**src/rtl/pe_skew_feeder_if.sv**
```systemverilog
`default_nettype none
// ============================================================================
// Module      : pe_skew_feeder_if
// Description : Handshake and skewed-output bundle between an operand source,
//               the skew feeder and one edge of the PE systolic array.
// Revision    : 1.0 - initial release
// ============================================================================
interface pe_skew_feeder_if #(
  parameter int LANES  = 4,
  parameter int MUL_BW = 16
);
  logic                      in_valid;
  logic                      in_ready;
  logic                      in_last;
  logic [LANES*MUL_BW-1:0]   in_data;
  logic [1:0]                gemm_uno_i;
  logic [LANES*MUL_BW-1:0]   out_data;
  logic [LANES-1:0]          out_valid;
  logic [1:0]                gemm_uno_o;
  logic                      busy;
  logic                      done;

  // Operand source side
  modport master (
    output in_valid, in_last, in_data, gemm_uno_i,
    input  in_ready, out_data, out_valid, gemm_uno_o, busy, done
  );

  // Feeder side
  modport slave (
    input  in_valid, in_last, in_data, gemm_uno_i,
    output in_ready, out_data, out_valid, gemm_uno_o, busy, done
  );
endinterface
`default_nettype wire

```
**src/rtl/pe_skew_feeder.sv**
```systemverilog
`default_nettype none
// ============================================================================
// Module      : pe_skew_feeder
// Description : Diagonal operand skewer for one edge of the PE array. Lane i
//               is delayed by i extra cycles; a stream end zero-flushes the
//               lines and pulses done. The PE mode is latched per stream.
// Revision    : 1.0 - initial release
// ============================================================================
module pe_skew_feeder #(
  parameter int LANES  = 4,
  parameter int MUL_BW = 16
) (
  input  logic               clk,
  input  logic               rst,
  pe_skew_feeder_if.slave    bus
);

  typedef enum logic [1:0] {
    IDLE   = 2'd0,
    STREAM = 2'd1,
    FLUSH  = 2'd2
  } state_t;

  state_t           state;
  state_t           state_nx;
  logic             accept;
  logic [LANES-1:0] last_sr;
  logic [1:0]       mode_q;

  // Reset blocks acceptance in the same cycle so no beat leaks past it.
  assign bus.in_ready   = !rst && (state != FLUSH);
  assign accept         = bus.in_valid && bus.in_ready;
  assign bus.busy       = (state != IDLE);
  assign bus.done       = last_sr[LANES-1];
  assign bus.gemm_uno_o = mode_q;

  // One skew line per lane; depth grows with the lane index.
  for (genvar i = 0; i < LANES; i++) begin : g_lane
    logic [MUL_BW-1:0] data_sr [0:i];
    logic [i:0]        vld_sr;
    logic [MUL_BW-1:0] inj_data;

    // Non-accepted cycles inject a zero bubble so idle lanes read as zero.
    assign inj_data = accept ? bus.in_data[i*MUL_BW +: MUL_BW] : '0;

    // Free-running shift: the array has no stall, so neither do the lines.
    always_ff @(posedge clk) begin
      if (rst) begin
        for (int k = 0; k <= i; k++) begin
          data_sr[k] <= '0;
        end
        vld_sr <= '0;
      end else begin
        data_sr[0] <= inj_data;
        vld_sr[0]  <= accept;
        for (int k = 1; k <= i; k++) begin
          data_sr[k] <= data_sr[k-1];
          vld_sr[k]  <= vld_sr[k-1];
        end
      end
    end

    assign bus.out_valid[i]                  = vld_sr[i];
    assign bus.out_data[i*MUL_BW +: MUL_BW]  = vld_sr[i] ? data_sr[i] : '0;
  end : g_lane

  // Last-tag line tracks the final beat until it leaves the deepest lane.
  always_ff @(posedge clk) begin
    if (rst) begin
      last_sr <= '0;
    end else begin
      last_sr[0] <= accept && bus.in_last;
      for (int k = 1; k < LANES; k++) begin
        last_sr[k] <= last_sr[k-1];
      end
    end
  end

  // Mode is captured only on the first beat so the PEs see it stable.
  always_ff @(posedge clk) begin
    if (rst) begin
      mode_q <= 2'b00;
    end else if ((state == IDLE) && accept) begin
      mode_q <= bus.gemm_uno_i;
    end
  end

  // State register.
  always_ff @(posedge clk) begin
    if (rst) begin
      state <= IDLE;
    end else begin
      state <= state_nx;
    end
  end

  // Next-state logic: FLUSH ends in the cycle the last-tag reaches the end.
  always_comb begin
    state_nx = state;
    case (state)
      IDLE: begin
        if (accept) begin
          state_nx = bus.in_last ? FLUSH : STREAM;
        end
      end
      STREAM: begin
        if (accept && bus.in_last) begin
          state_nx = FLUSH;
        end
      end
      FLUSH: begin
        if (last_sr[LANES-1]) begin
          state_nx = IDLE;
        end
      end
      default: state_nx = IDLE;
    endcase
  end

endmodule
`default_nettype wire
```
**src/flat_wrapper.sv**
```systemverilog
// flat-port wrapper written by rule: the top's interface ports become plain ports
module pe_skew_feeder_flat 
#(
  parameter int LANES  = 4,
  parameter int MUL_BW = 16
)
  (clk, rst, bus_in_valid, bus_in_last, bus_in_data, bus_gemm_uno_i, bus_in_ready, bus_out_data, bus_out_valid, bus_gemm_uno_o, bus_busy, bus_done);
  pe_skew_feeder_if #(.LANES(LANES), .MUL_BW(MUL_BW)) bus_i ();
  input  logic clk;
  input  logic rst;
  input wire logic [$bits(bus_i.in_valid)-1:0] bus_in_valid;
  input wire logic [$bits(bus_i.in_last)-1:0] bus_in_last;
  input wire logic [$bits(bus_i.in_data)-1:0] bus_in_data;
  input wire logic [$bits(bus_i.gemm_uno_i)-1:0] bus_gemm_uno_i;
  output wire logic [$bits(bus_i.in_ready)-1:0] bus_in_ready;
  output wire logic [$bits(bus_i.out_data)-1:0] bus_out_data;
  output wire logic [$bits(bus_i.out_valid)-1:0] bus_out_valid;
  output wire logic [$bits(bus_i.gemm_uno_o)-1:0] bus_gemm_uno_o;
  output wire logic [$bits(bus_i.busy)-1:0] bus_busy;
  output wire logic [$bits(bus_i.done)-1:0] bus_done;
  assign bus_i.in_valid = bus_in_valid;
  assign bus_i.in_last = bus_in_last;
  assign bus_i.in_data = bus_in_data;
  assign bus_i.gemm_uno_i = bus_gemm_uno_i;
  assign bus_in_ready = bus_i.in_ready;
  assign bus_out_data = bus_i.out_data;
  assign bus_out_valid = bus_i.out_valid;
  assign bus_gemm_uno_o = bus_i.gemm_uno_o;
  assign bus_busy = bus_i.busy;
  assign bus_done = bus_i.done;
  pe_skew_feeder #(.LANES(LANES), .MUL_BW(MUL_BW)) u_core (.clk(clk), .rst(rst), .bus(bus_i));
endmodule
```
**config.mk**
```make
export PLATFORM = sky130hd
export DESIGN_NAME = pe_skew_feeder_flat
export DESIGN_NICKNAME = d
export VERILOG_FILES = /design/src/rtl/pe_skew_feeder_if.sv /design/src/rtl/pe_skew_feeder.sv /design/src/flat_wrapper.sv
export SDC_FILE = /design/constraint.sdc
export NUM_CORES = 1
export LEC_CHECK = 0
export BUFFER_PORTS_ARGS = -buffer_cell sky130_fd_sc_hd__buf_4
export CELL_PAD_IN_SITES_DETAIL_PLACEMENT = 1
export CELL_PAD_IN_SITES_GLOBAL_PLACEMENT = 1
export CORE_ASPECT_RATIO = 1.25
export CORE_MARGIN = 2
export CORE_UTILIZATION = 28
export CTS_BUF_LIST = sky130_fd_sc_hd__clkbuf_8
export CTS_CLUSTER_DIAMETER = 200
export DETAILED_ROUTE_END_ITERATION = 8
export HOLD_SLACK_MARGIN = 0.12
export MAX_ROUTING_LAYER = met4
export PLACE_DENSITY_LB_ADDON = 0.1
export SETUP_SLACK_MARGIN = 0.2
export SYNTH_ARGS = -nofsm -noshare
export SYNTH_HDL_FRONTEND = slang
export SYNTH_SLANG_ARGS = --single-unit
```
**constraint.sdc**
```tcl
create_clock -name clk -period 3 [get_ports clk]
set_input_delay 0 -clock clk [delete_from_list [all_inputs] [get_ports clk]]
set_output_delay 0 -clock clk [all_outputs]
set_load 0.02 [all_outputs]
```
* After elaboration in Yosys (flattened, before gate mapping)
Memory sizes are Yosys's and may differ from the RTL's.
Cells that the tools add are included.
** Storage, ports and cells
- Flip-flop bits (word level) :: 18
- Memories :: 4
- Input port bits :: 70
- RAM bits :: 160
- Logic and storage cells :: 62
** Operators by class
- Bitwise logic cells :: 9
- Muxes and demuxes :: 27
- Eq/ne operators :: 6
- Reductions and logical operators :: 9
** Memory list
- u_core.g_lane[3].data_sr :: depth 4, bits a word 16, rd ports 4, clocked after memory_dff 0, wr ports 4, line pe_skew_feeder.sv:39 : logic [MUL_BW-1:0] data_sr [0:i];
- u_core.g_lane[2].data_sr :: depth 3, bits a word 16, rd ports 3, clocked after memory_dff 0, wr ports 3, line pe_skew_feeder.sv:39
- u_core.g_lane[1].data_sr :: depth 2, bits a word 16, rd ports 2, clocked after memory_dff 0, wr ports 2, line pe_skew_feeder.sv:39
- u_core.g_lane[0].data_sr :: depth 1, bits a word 16, rd ports 1, clocked after memory_dff 0, wr ports 1, line pe_skew_feeder.sv:39
** Operators by type and width (number)
- two-way mux 16 bit :: 18
- OR reduction 16 bit :: 1
- bitwise OR 1 bit :: 9
- two-way mux 2 bit :: 4
- inequality test 2 x 1 -> 1 bit, second input constant :: 3
- one-hot mux 2 bit (3 select lines) :: 1
- logical AND 1 bit :: 4
- two-way mux 1 bit :: 4
- AND reduction 3 bit :: 1
- == test 2 x 1 -> 1 bit, second input constant :: 1
- == test 2 bit, second input constant :: 1
- logical NOT 2 bit :: 1
- inequality test 2 bit, second input constant :: 1
- nonzero test 2 bit :: 1
- logical NOT 1 bit :: 1

* Depth between registers and ports, before layout
- Depth after elaboration :: 6
- Mapped depth :: 4
- Mapped depth without buffers :: 2

* Worst setup path after synthesis
Ideal clock, no wire load.
- Path type :: reg2out
- Start point :: reg u_core.state[1]
- End point :: out bus_in_ready
- Slack :: 1.980 ns
- Cell stages (with the launch flop) :: 5
- Arrival :: 1.020 ns
- Required time :: 3.000 ns
- Path through :: dfxtp_1 nor2b_4 buf_6 buf_6 nor2_1
** Between the ends
- Word-level cells in the longest chain between the ends :: 2
** Ends and longest elaborated chain
- start, declared :: line pe_skew_feeder.sv:24 : state_t state;
- start signal, assigned :: line pe_skew_feeder.sv:93 : state <= state_nx;
- inequality test 2 bit :: line pe_skew_feeder.sv:31 : assign bus.in_ready = !rst && (state != FLUSH);
- logical AND 1 bit :: line pe_skew_feeder.sv:31
- end, declared :: line flat_wrapper.sv:15 : output wire logic [$bits(bus_i.in_ready)-1:0] bus_in_ready;
Every way passes these cells.

==> impl_metrics.tcl <==
set metrics [dict create \
    place.gp.congestion 0.709 \
    die_height_um 161 \
    synth-adder-area-share_pct 0 \
    die_w_um 130 \
    layout_commonest_cell "dfxtp_1" \
    ys_seq_area_share_pct 62.0 \
    maxCapViolations 0 \
    avgSynthCellArea_um2 12.3 \
    drv_slew 0 \
    grt.busiest_layer "met2" \
    syn_to_final_growth_pct 42.7 \
    synth_top_family_by_area "simple AND/OR/NAND/NOR gates" \
    grt_setup_unrepaired "no" \
    finalSetupViolations 0 \
    cts_tree "done" \
    slew_headroom_pct 27.5 \
    grt_util_met3_pct 3.97 \
    cts_resized 0 \
    port_buffers 142 \
    dr.pass1.iters 3 \
    grt_pass1_vias 3903 \
    power_density_mw_per_mm2 561 \
    antenna_found_initial 2 \
    syn-cell-area_mm2 0.00555 \
    cts_root_buf "clkbuf_8" \
    ys_warn_count 0 \
    postSynthCellCount 452 \
    finalSetupTns_ps 0 \
    postCtsHoldBufs 70 \
    io-pin-count 143 \
    synthXorXnorAreaFrac_pct 0 \
    hpwl_mm 7.29 \
    skew_ps 10.6 \
    n_fill_cell 2140 \
    crit_path_start_kind "input pin" \
    row_count 57 \
    p_leak_nw 3.30 \
    grt_pass1_wl_mm 19.3 \
    finalCoreUtilization_pct 40.7 \
    outcome "completed" \
    fin_crit_ps 1850 \
    arrival_ps 2120 \
    cp-end-kind "flop" \
    ir_drop_uv 228 \
    route.detailed.drc 0 \
    cts.path.max_buffers 2 \
    worstPathMaxFanout 65 \
    h-tree-depth 4 \
    muxShareOfSynthArea_pct 0.361 \
    start_util_pct 28.5 \
    drt-initial-drc-count 102 \
    critPathRequiredTime_ps 3280 \
    hp-class "in2reg" \
    grtUsageMet2_pct 20.4 \
    vias 3633 \
    drive_gt1_share_pct 34.2 \
    cts_setup_buffers 0 \
    clock-sinks 172 \
    worst_slew_pin_slew_ps 1090 \
    track_usage_pct 12.3 \
    synth_nets 522 \
    max_freq_mhz 542 \
    via_per_inst 3.89 \
    fin_nets 724 \
    layout_common_cells "dfxtp_1 (172), buf_4 (143), nor2b_1 (102)" \
    min_period_over_period_pct 61.5 \
    grt_use_met1_pct 13.6 \
    ant_nets 0 \
    synth-simple-area-share_pct 33.5 \
    ys_seq_elements 172 \
    overflow 0 \
    whs_ps 331 \
    worstSetupPathType "in2reg" \
    wl_per_cell_um 12.7 \
    ys_types 20 \
    routed_wl_mm 11.9 \
    clkTransAtPathRegs_ps 90 \
    hold_viol_final 0 \
    cts_buffers 17 \
    coreArea_mm2 0.0195 \
    die_area_mm2 0.0210 \
    synth_compound_area_share_pct 0.361 \
    grt_max_degree 68 \
    clk_latency_ps 440 \
]
-- power breakdown --
| part | internal (mW) | total, mW | switching, mW |
|---|---|---|---|
| Clock | 0.865 | 1.73 | 0.865 |
| Sequential | 2.35 | 2.38 | 0.0246 |
| Combinational | 0.199 | 0.339 | 0.140 |
| Total | 3.42 | 4.45 | 1.03 |
-- layout make-up --
type                       count  area (um2)  share of cell area (%)
antenna                        2        5.00                  0.0632
multi-input combinational    249        1910                    24.1
timing repair buffer         214        1790                    22.6
clock inverter                14         195                    2.46
tap                          265         332                    4.18
clock buffer                  18         248                    3.13
sequential                   172        3440                    43.5
-- worst max-delay path, cell delays in order --
cell	delay [ps]
dlygate4sd3_1	530
buf_4	480
nand2b_4	960
nor3b_1	100
-- flip-flops by register name (all words and copies together), names as in the netlist --
| signal | flops |
|---|---|
| u_core.g_lane.data_sr | 160 |
| u_core.state | 2 |
| u_core.bus.gemm_uno_o | 2 |
| u_core.g_lane.vld_sr | 4 |
| u_core.last_sr | 4 |
-- cells by family after synthesis --
group / after synthesis
buffers and inverters: 31
AOI/OAI and AO/OA: 2
and+or+nand+nor: 245
muxes: 2
DFF: 172
-- synthesized netlist by cell type --
| cell type | n | area, um2 |
|---|---|---|
| buf_4 | 4 | 30.0 |
| or2_2 | 1 | 6.26 |
| dfxtp_1 | 172 | 3440 |
| and2_1 | 64 | 400 |
| nand2b_1 | 5 | 31.3 |
| nor3_1 | 1 | 5.00 |
| a2111oi_2 | 1 | 15.0 |
| clkbuf_1 | 15 | 56.3 |
| buf_2 | 2 | 10.0 |
| a21oi_1 | 1 | 5.00 |
| nor3b_2 | 49 | 613 |
| nand3b_1 | 1 | 7.51 |
| nor2b_1 | 102 | 638 |
| nand2_1 | 1 | 3.75 |
| nor2_1 | 3 | 11.3 |
| nor2b_4 | 1 | 13.8 |
| buf_6 | 10 | 113 |
| or3b_1 | 1 | 8.76 |
| nor3b_1 | 16 | 120 |
| mux2i_1 | 2 | 20.0 |
-- layer usage --
| metal | up-vias | part of all wire (%) |
|---|---|---|
| li1 | 1818 | - |
| met1 | 1695 | 42 |
| met2 | 103 | 50 |
| met3 | 17 | 5.5 |
| met4 | 0 | 2.0 |
| met5 | - | 0 |
-- path summary, 6_finish.rpt --
path              cells past startpoint                             end  slack (ps)                           start
setup reg to reg                      3                 u_core.state[0]        1500                 u_core.state[0]
hold reg to reg                       1  u_core.g_lane[3].data_sr[2][2]         430  u_core.g_lane[3].data_sr[1][2]
hold / removal                        3  u_core.g_lane[0].data_sr[0][2]         330                  bus_in_data[2]
setup / recovery                      4  u_core.g_lane[2].data_sr[0][0]        1150                             rst
-- stage by stage --
step | cell area, um2 | power [mW] | setup slack (ps) | std cells
2_1_floorplan | 5550 | 2.59 | 1980 | 452
3_3_place_gp | 6780 | 2.69 | 1240 | 830
3_5_place_dp | 6780 | 2.70 | 1170 | 830
4_1_cts | 7920 | 4.53 | 1110 | 932
5_1_grt | 7920 | 4.66 | 979 | 934
6_report | 7920 | 4.45 | 1150 | 934
No activity file was read; power rests on OpenSTA's default activity.
